<file path="src/rtl/smux_arb.sv">
// Two-requester arbiter driving a registered mux output; ownership is bounded
// by MAX_HOLD consecutive transfers whenever the other side is waiting.
module smux_arb #(
  parameter int WIDTH    = 1,
  parameter int MAX_HOLD = 4
) (
  input  logic             clk,
  input  logic             rst,
  input  logic             req_a,
  input  logic             req_b,
  input  logic [WIDTH-1:0] a,
  input  logic [WIDTH-1:0] b,
  output logic             gnt_a,
  output logic             gnt_b,
  output logic             sel,
  output logic [WIDTH-1:0] out,
  output logic             out_valid
);

  typedef enum logic [1:0] {IDLE, OWN_A, OWN_B} state_t;

  localparam logic [3:0] HOLD_MAX = 4'(MAX_HOLD);

  state_t           r_state, w_next;
  logic [3:0]       r_cnt, w_cnt, w_cnt_inc;
  logic             r_last_b, w_last_b;
  logic [WIDTH-1:0] r_out, w_data;
  logic             r_valid, w_xfer;

  assign w_cnt_inc = (r_cnt >= HOLD_MAX) ? HOLD_MAX : r_cnt + 4'd1;

  always_comb begin
    w_next   = r_state;
    w_cnt    = r_cnt;
    w_last_b = r_last_b;
    w_xfer   = 1'b0;
    w_data   = a;
    case (r_state)
      IDLE: begin
        w_cnt = '0;
        if (req_a && req_b) w_next = r_last_b ? OWN_A : OWN_B;
        else if (req_a)     w_next = OWN_A;
        else if (req_b)     w_next = OWN_B;
      end
      OWN_A: begin
        w_data = a;
        if (req_a) begin
          w_xfer = 1'b1;
          w_cnt  = w_cnt_inc;
          // Hitting the limit with B waiting makes this transfer A's last.
          if (w_cnt_inc == HOLD_MAX && req_b) begin
            w_next   = OWN_B;
            w_cnt    = '0;
            w_last_b = 1'b0;
          end
        end else begin
          w_next   = req_b ? OWN_B : IDLE;
          w_cnt    = '0;
          w_last_b = 1'b0;
        end
      end
      OWN_B: begin
        w_data = b;
        if (req_b) begin
          w_xfer = 1'b1;
          w_cnt  = w_cnt_inc;
          if (w_cnt_inc == HOLD_MAX && req_a) begin
            w_next   = OWN_A;
            w_cnt    = '0;
            w_last_b = 1'b1;
          end
        end else begin
          w_next   = req_a ? OWN_A : IDLE;
          w_cnt    = '0;
          w_last_b = 1'b1;
        end
      end
      default: begin
        w_next = IDLE;
        w_cnt  = '0;
      end
    endcase
  end

  always_ff @(posedge clk or posedge rst) begin
    if (rst) begin
      r_state  <= IDLE;
      r_cnt    <= '0;
      r_last_b <= 1'b1;
      r_out    <= '0;
      r_valid  <= 1'b0;
    end else begin
      r_state  <= w_next;
      r_cnt    <= w_cnt;
      r_last_b <= w_last_b;
      r_valid  <= w_xfer;
      if (w_xfer) r_out <= w_data;
    end
  end

  assign gnt_a     = (r_state == OWN_A);
  assign gnt_b     = (r_state == OWN_B);
  assign sel       = (r_state == OWN_A);
  assign out       = r_out;
  assign out_valid = r_valid;

endmodule

</file>
<file path="config.mk">
export PLATFORM = sky130hd
export DESIGN_NAME = smux_arb
export DESIGN_NICKNAME = d
export VERILOG_FILES = /design/src/rtl/smux_arb.sv
export SDC_FILE = /design/constraint.sdc
export NUM_CORES = 1
export LEC_CHECK = 0
export ABC_AREA = 1
export ABC_CLOCK_PERIOD_IN_PS = 1900
export CAP_MARGIN = 30
export CORE_AREA = 8 8 45 47
export CTS_CLUSTER_DIAMETER = 80
export DETAILED_ROUTE_END_ITERATION = 16
export DIE_AREA = 0 0 53 55
export PLACE_DENSITY_LB_ADDON = 0.25
export SETUP_SLACK_MARGIN = 0.15
export SYNTH_ARGS = -nofsm -noshare
export SYNTH_HDL_FRONTEND = slang
export SYNTH_SLANG_ARGS = --single-unit
export TNS_END_PERCENT = 1
</file>
<file path="constraint.sdc">
create_clock -name clk -period 1.9 [get_ports clk]
set_clock_uncertainty 0.05 [all_clocks]
set_input_delay 0.19 -clock clk [delete_from_list [all_inputs] [get_ports clk]]
set_output_delay 0.19 -clock clk [all_outputs]
set_load 0.02 [all_outputs]
</file>
# Yosys cells after proc, flatten, opt, wreduce, memory -nomap -nowiden
# Cells that the tools add are included.
[classes]
n_eq_ne = 6
n_div = 0
n_shift = 0
add_sub_neg = 1
mul = 0
muxes = 26
order_cmp = 1
bitwise_logic = 0
n_reduce_logical = 7
[ops]
columns = ["cell", "n"]
rows = [
  ["two-way mux 4 bit", 5],
  ["two-way mux 2 bit", 9],
  ["two-way mux 1 bit", 8],
  ["case mux 4 bit (2 select lines)", 1],
  ["!= test 3 x 2 -> 1 bit (second input constant)", 2],
  ["case mux 2 bit (3 select lines)", 1],
  ["AND reduction 3 bit", 2],
  ["adder 4 x 1 -> 4 bit (second input constant)", 1],
  ["== test 4 x 3 -> 1 bit (second input constant)", 1],
  ["greater-or-equal comparator 4 x 3 -> 1 bit (second input constant)", 1],
  ["!= test 4 bit (second input constant)", 1],
  ["case mux 1 bit (2 select lines)", 2],
  ["logical AND 1 bit", 3],
  ["== test 2 x 1 -> 1 bit (second input constant)", 1],
  ["== test 2 bit (second input constant)", 1],
  ["zero test 2 bit", 1],
  ["nonzero test 2 bit", 1],
]
[word_totals]
ramBits = 0
wordCells = 46
mem_count = 0
in_bits = 6
latch_bits = 0
reg_bits = 9
out_inout_bits = 5
romBits = 0

# Logic depth before layout (Yosys ltp)
[logic_depth]
word_depth = 7
mapped_depth = 8
ltp_nobuf = 8

# Least setup slack after synthesis
# OpenSTA, ideal clock, no wires.
[synth_path]
path_kind = "reg-to-reg"
startpoint = "register r_state[0]"
endpoint = "register r_out (netlist: out)"
slack_ps = 517
n_path_buf = 0
period_less_slack_ps = 1383
path_stages_with_launch = 8
arrival_time_ps = 1211
required_ps = 1728
setup_time_ps = 122
cell_sequence = "dfrtp_1 inv_1 ha_1 nand2_1 nand2_2 nand2_2 nand2_1 o21ai_1"
[synth_via]
elab_chain_cells = 2
word_cells_on_any_way = 4
cone_classes = "eq/ne (2); mux (2)"
[synth_rtl]
columns = ["element", "line_no", "rtl"]
rows = [
  ["start, declared", "24", "state_t r_state, w_next;"],
  ["start signal, assigned", "93", "r_state <= w_next;"],
  ["== test 2 bit *", "n/a", ""],
  ["via gnt_b", "14", "output logic gnt_b,"],
  ["case mux 1 bit (2 select lines) / two-way mux 1 bit (equally long branches)", "38", "case (r_state)"],
  ["end signal, assigned", "97", "if (w_xfer) r_out <= w_data;"],
  ["end, declared", "27", "logic [WIDTH-1:0] r_out, w_data;"],
]
# The timed path passes the listed nets; every way through them passes the cells marked *.
# A chain may end at the register's enable or synchronous reset.

# Worst setup path in the final report
[layout_path]
startpoint = "register r_state[1]"
endpoint = "output gnt_a"
[layout_via]
elab_chain_cells = 1
[layout_rtl]
columns = ["element", "line_no", "rtl"]
rows = [
  ["== test 2 x 1 -> 1 bit", "101", "assign gnt_a = (r_state == OWN_A);"],
  ["end, declared", "13", "output logic gnt_a,"],
]
# Every way passes these cells.

==> results.py <==
metrics = {
    "outcome": {
        "outcome": "finished clean",
    },
    "setup_path": {
        "cp_num_buf_inv": 2,
        "cpMaxStageDelayCell": "clkdlybuf4s50_1",
        "r2r-end": "r_state[1]",
        "rr_startpoint": "r_cnt[0]",
        "reg2regPathDepth": 7,
        "worstPathArrival_ns": 1.60,
        "end_kind": "output port",
        "cp_top_family": "buffers and inverters",
        "worstPathCellList": "inv_1 -> ha_1 -> clkdlybuf4s50_1",
        "crit_path_start": "r_state[1]",
        "start_kind": "register",
        "path_max_fanout": 4,
        "rrSetupSlack_ns": 0.54,
        "path_depth": 3,
        "critical_path_required_ns": 1.66,
        "slowest_delay_ns": 0.62,
        "criticalPathCategory": "reg2out",
    },
    "floorplan": {
        "design.core.area_sq_um": 1380,
        "die_area_sq_um": 2920,
        "row_count": 14,
        "io_pins": 11,
        "start_util_pct": 38.3,
        "die_h_microns": 55,
        "die_w_microns": 53,
    },
    "sta": {
        "max_freq_ghz": 0.543,
        "finalCritPeriodShare_pct": 96.8,
        "slew_violations": 0,
        "rsz0062_at_grt": "true",
        "hold_viol_final": 0,
        "period_minus_slack_ns": 1.84,
        "setup_viol": 0,
        "fin_tns_setup_ns": 0,
    },
    "cells_and_area": {
        "instances_no_fill": 91,
        "nets": 87,
        "final_area_sq_um": 671,
        "antenna_cells": 0,
        "drive_above_1_share_pct": 17.3,
        "final_util_pct": 48.5,
        "area.growth.synth_to_final_pct": 26.4,
    },
    "detailed_routing": {
        "routed_wl_microns": 935,
        "ant_nets": 0,
        "drc": 0,
        "routedWlPerCell_microns": 10.3,
        "drt_first_pass_iters": 4,
        "vias": 405,
        "vias_per_cell": 4.45,
        "drtIter0Drc": 4,
    },
    "clock_tree": {
        "clock-root-buffer": "clkbuf_4",
        "clk_pin_slew_ns": 0.06,
        "cts_buffer_depth": 2,
        "clk_latency_ns": 0.25,
        "cts_tree": "yes",
        "numClockSinks": 9,
        "cts_htree_levels": 1,
        "cts_buffers": 3,
        "ctsHoldBuffers": 0,
    },
    "logic_synthesis": {
        "yosysWarnings": 0,
        "ys_top_cells_by_area": "dfrtp_1, ha_1, nand2_1",
        "synthArstFlopShare_pct": 100,
        "yosysUniqueCellTypes": 18,
        "synth_fp_nets": 73,
        "syn_area_sq_um": 531,
        "synth_edf_count": 0,
        "ys.flop_type": "dfrtp_1",
        "ys_seq_area_share_pct": 42.7,
        "yosys_register_bits": 9,
        "syn_area_per_cell_sq_um": 8.56,
        "synth_area_leader_cell": "dfrtp_1",
        "netlist_instances": 62,
        "synth_top_cell_area_share_pct": 37.7,
    },
    "placed_design": {
        "placed_cell_area_sq_um": 643,
        "placedCellCount": 87,
        "dp_hpwl_microns": 767,
        "numPortBuffers": 10,
        "gp_congestion": 0.717,
    },
    "hold_path": {
        "hp-class": "in2async",
    },
    "global_routing": {
        "antenna_found_initial": 0,
        "first_global_vias": 387,
        "overflow": 0,
        "grt_pass1_wl_mm": 1.51,
        "track_usage_pct": 7.11,
        "grt_max_degree": 10,
    },
    "job": {
        "drv_cap": 0,
    },
    "power": {
        "power_mw": 0.890,
        "p_leak_nw": 0.344,
        "powerDensity_nw_per_um2": 1330,
        "ir_worst_vdd_mv": 0.697,
    },
}
repair_timing:
action	in CTS	in global routing
endpoints found under the setup margin	3	2
gates resized for setup	1	1
setup buffers	0	0
endpoints found under the hold margin	0	0
per-stage QoR:
stage | hold slack, ns | worst slack [ns]
global placement | 0.406 | 0.305
floorplan | -0.0328 | 0.517
detailed placement | 0.404 | 0.275
CTS | 0.142 | 0.0297
finish | 0.134 | 0.0600
global route | 0.173 | 0.000514
per-layer routing:
| metal | share of wire, % | GRT usage (%) |
|---|---|---|
| met3 | 8.2 | 2.14 |
| met5 | 0 | 0 |
| met1 | 50 | 8.86 |
| met4 | 1.8 | 6.47 |
| met2 | 40 | 9.57 |
worst max-delay path by stage:
| stage | end | slack, ns |
|---|---|---|
| global placement | gnt_b | 0.30 |
| CTS | gnt_a | 0.03 |
| finish | gnt_a | 0.06 |
| detailed placement | gnt_b | 0.28 |
| floorplan | out | 0.52 |
| global route | gnt_a | 0.0005 |
state kept, by name, indices dropped and copies added (netlist names):
name       cells
r_state        2
r_cnt          4
out_valid      1
out            1
r_last_b       1
where the power goes:
part | switching, mW | leakage, nW | internal, mW
Sequential | 0.0387 | 0.115 | 0.252
Clock | 0.0610 | 0.0150 | 0.0806
Combinational | 0.265 | 0.214 | 0.193
worst register-to-register path: cells and delay by family, from the launching register on:
kind                     cells  cell delay, ns
AO/OA/AOI/OAI                1            0.15
adder cells (fa/ha/maj)      1            0.33
flip-flops                   1            0.40
AND/OR/NAND/NOR              5            0.31
cells in the mapped netlist (2+ instances only):
master,instances
nand2_1,15
dfrtp_1,8
inv_1,7
ha_1,5
nand2_2,5
nand3_1,5
a21oi_1,3
nor2_1,2
o21ai_0,2
o21ai_1,2
cells in the final DEF (no fill, tap or decap), drive strengths merged:
master / instances
nor2: 3
dlymetal6s2s: 1
conb: 1
dfrtp: 8
ha: 5
nand3: 5
nand2: 21
dfstp: 1
a21oi: 4
mux2i: 1
inv: 7
clkbuf: 4
clkdlybuf4s50: 8
dlygate4sd2: 1
o21ai: 4
nor4: 1
layout make-up:
class	count	area, sq um
Fill cell	137	713
Sequential cell	9	226
Clock buffer	4	26.3
Timing Repair Buffer	10	101
Multi-Input combinational cell	45	270
Inverter	7	26.3
Tap cell	16	20.0
cell families (layout without fill, tap and decap cells):
| logic type | Yosys count | in the layout | synth area share (%) |
|---|---|---|---|
| and+or+nand+nor | 30 | 30 | 28.3 |
| DFF | 9 | 9 | 42.7 |
| AOI/OAI and AO/OA | 8 | 8 | 8.25 |
| buffers and inverters | 8 | 21 | 6.37 |
| adders and majority gates | 5 | 5 | 11.8 |
| other | 1 | 1 | 0.707 |
| muxes | 1 | 1 | 1.89 |
Note: power is estimated with default switching activity, not from simulation.
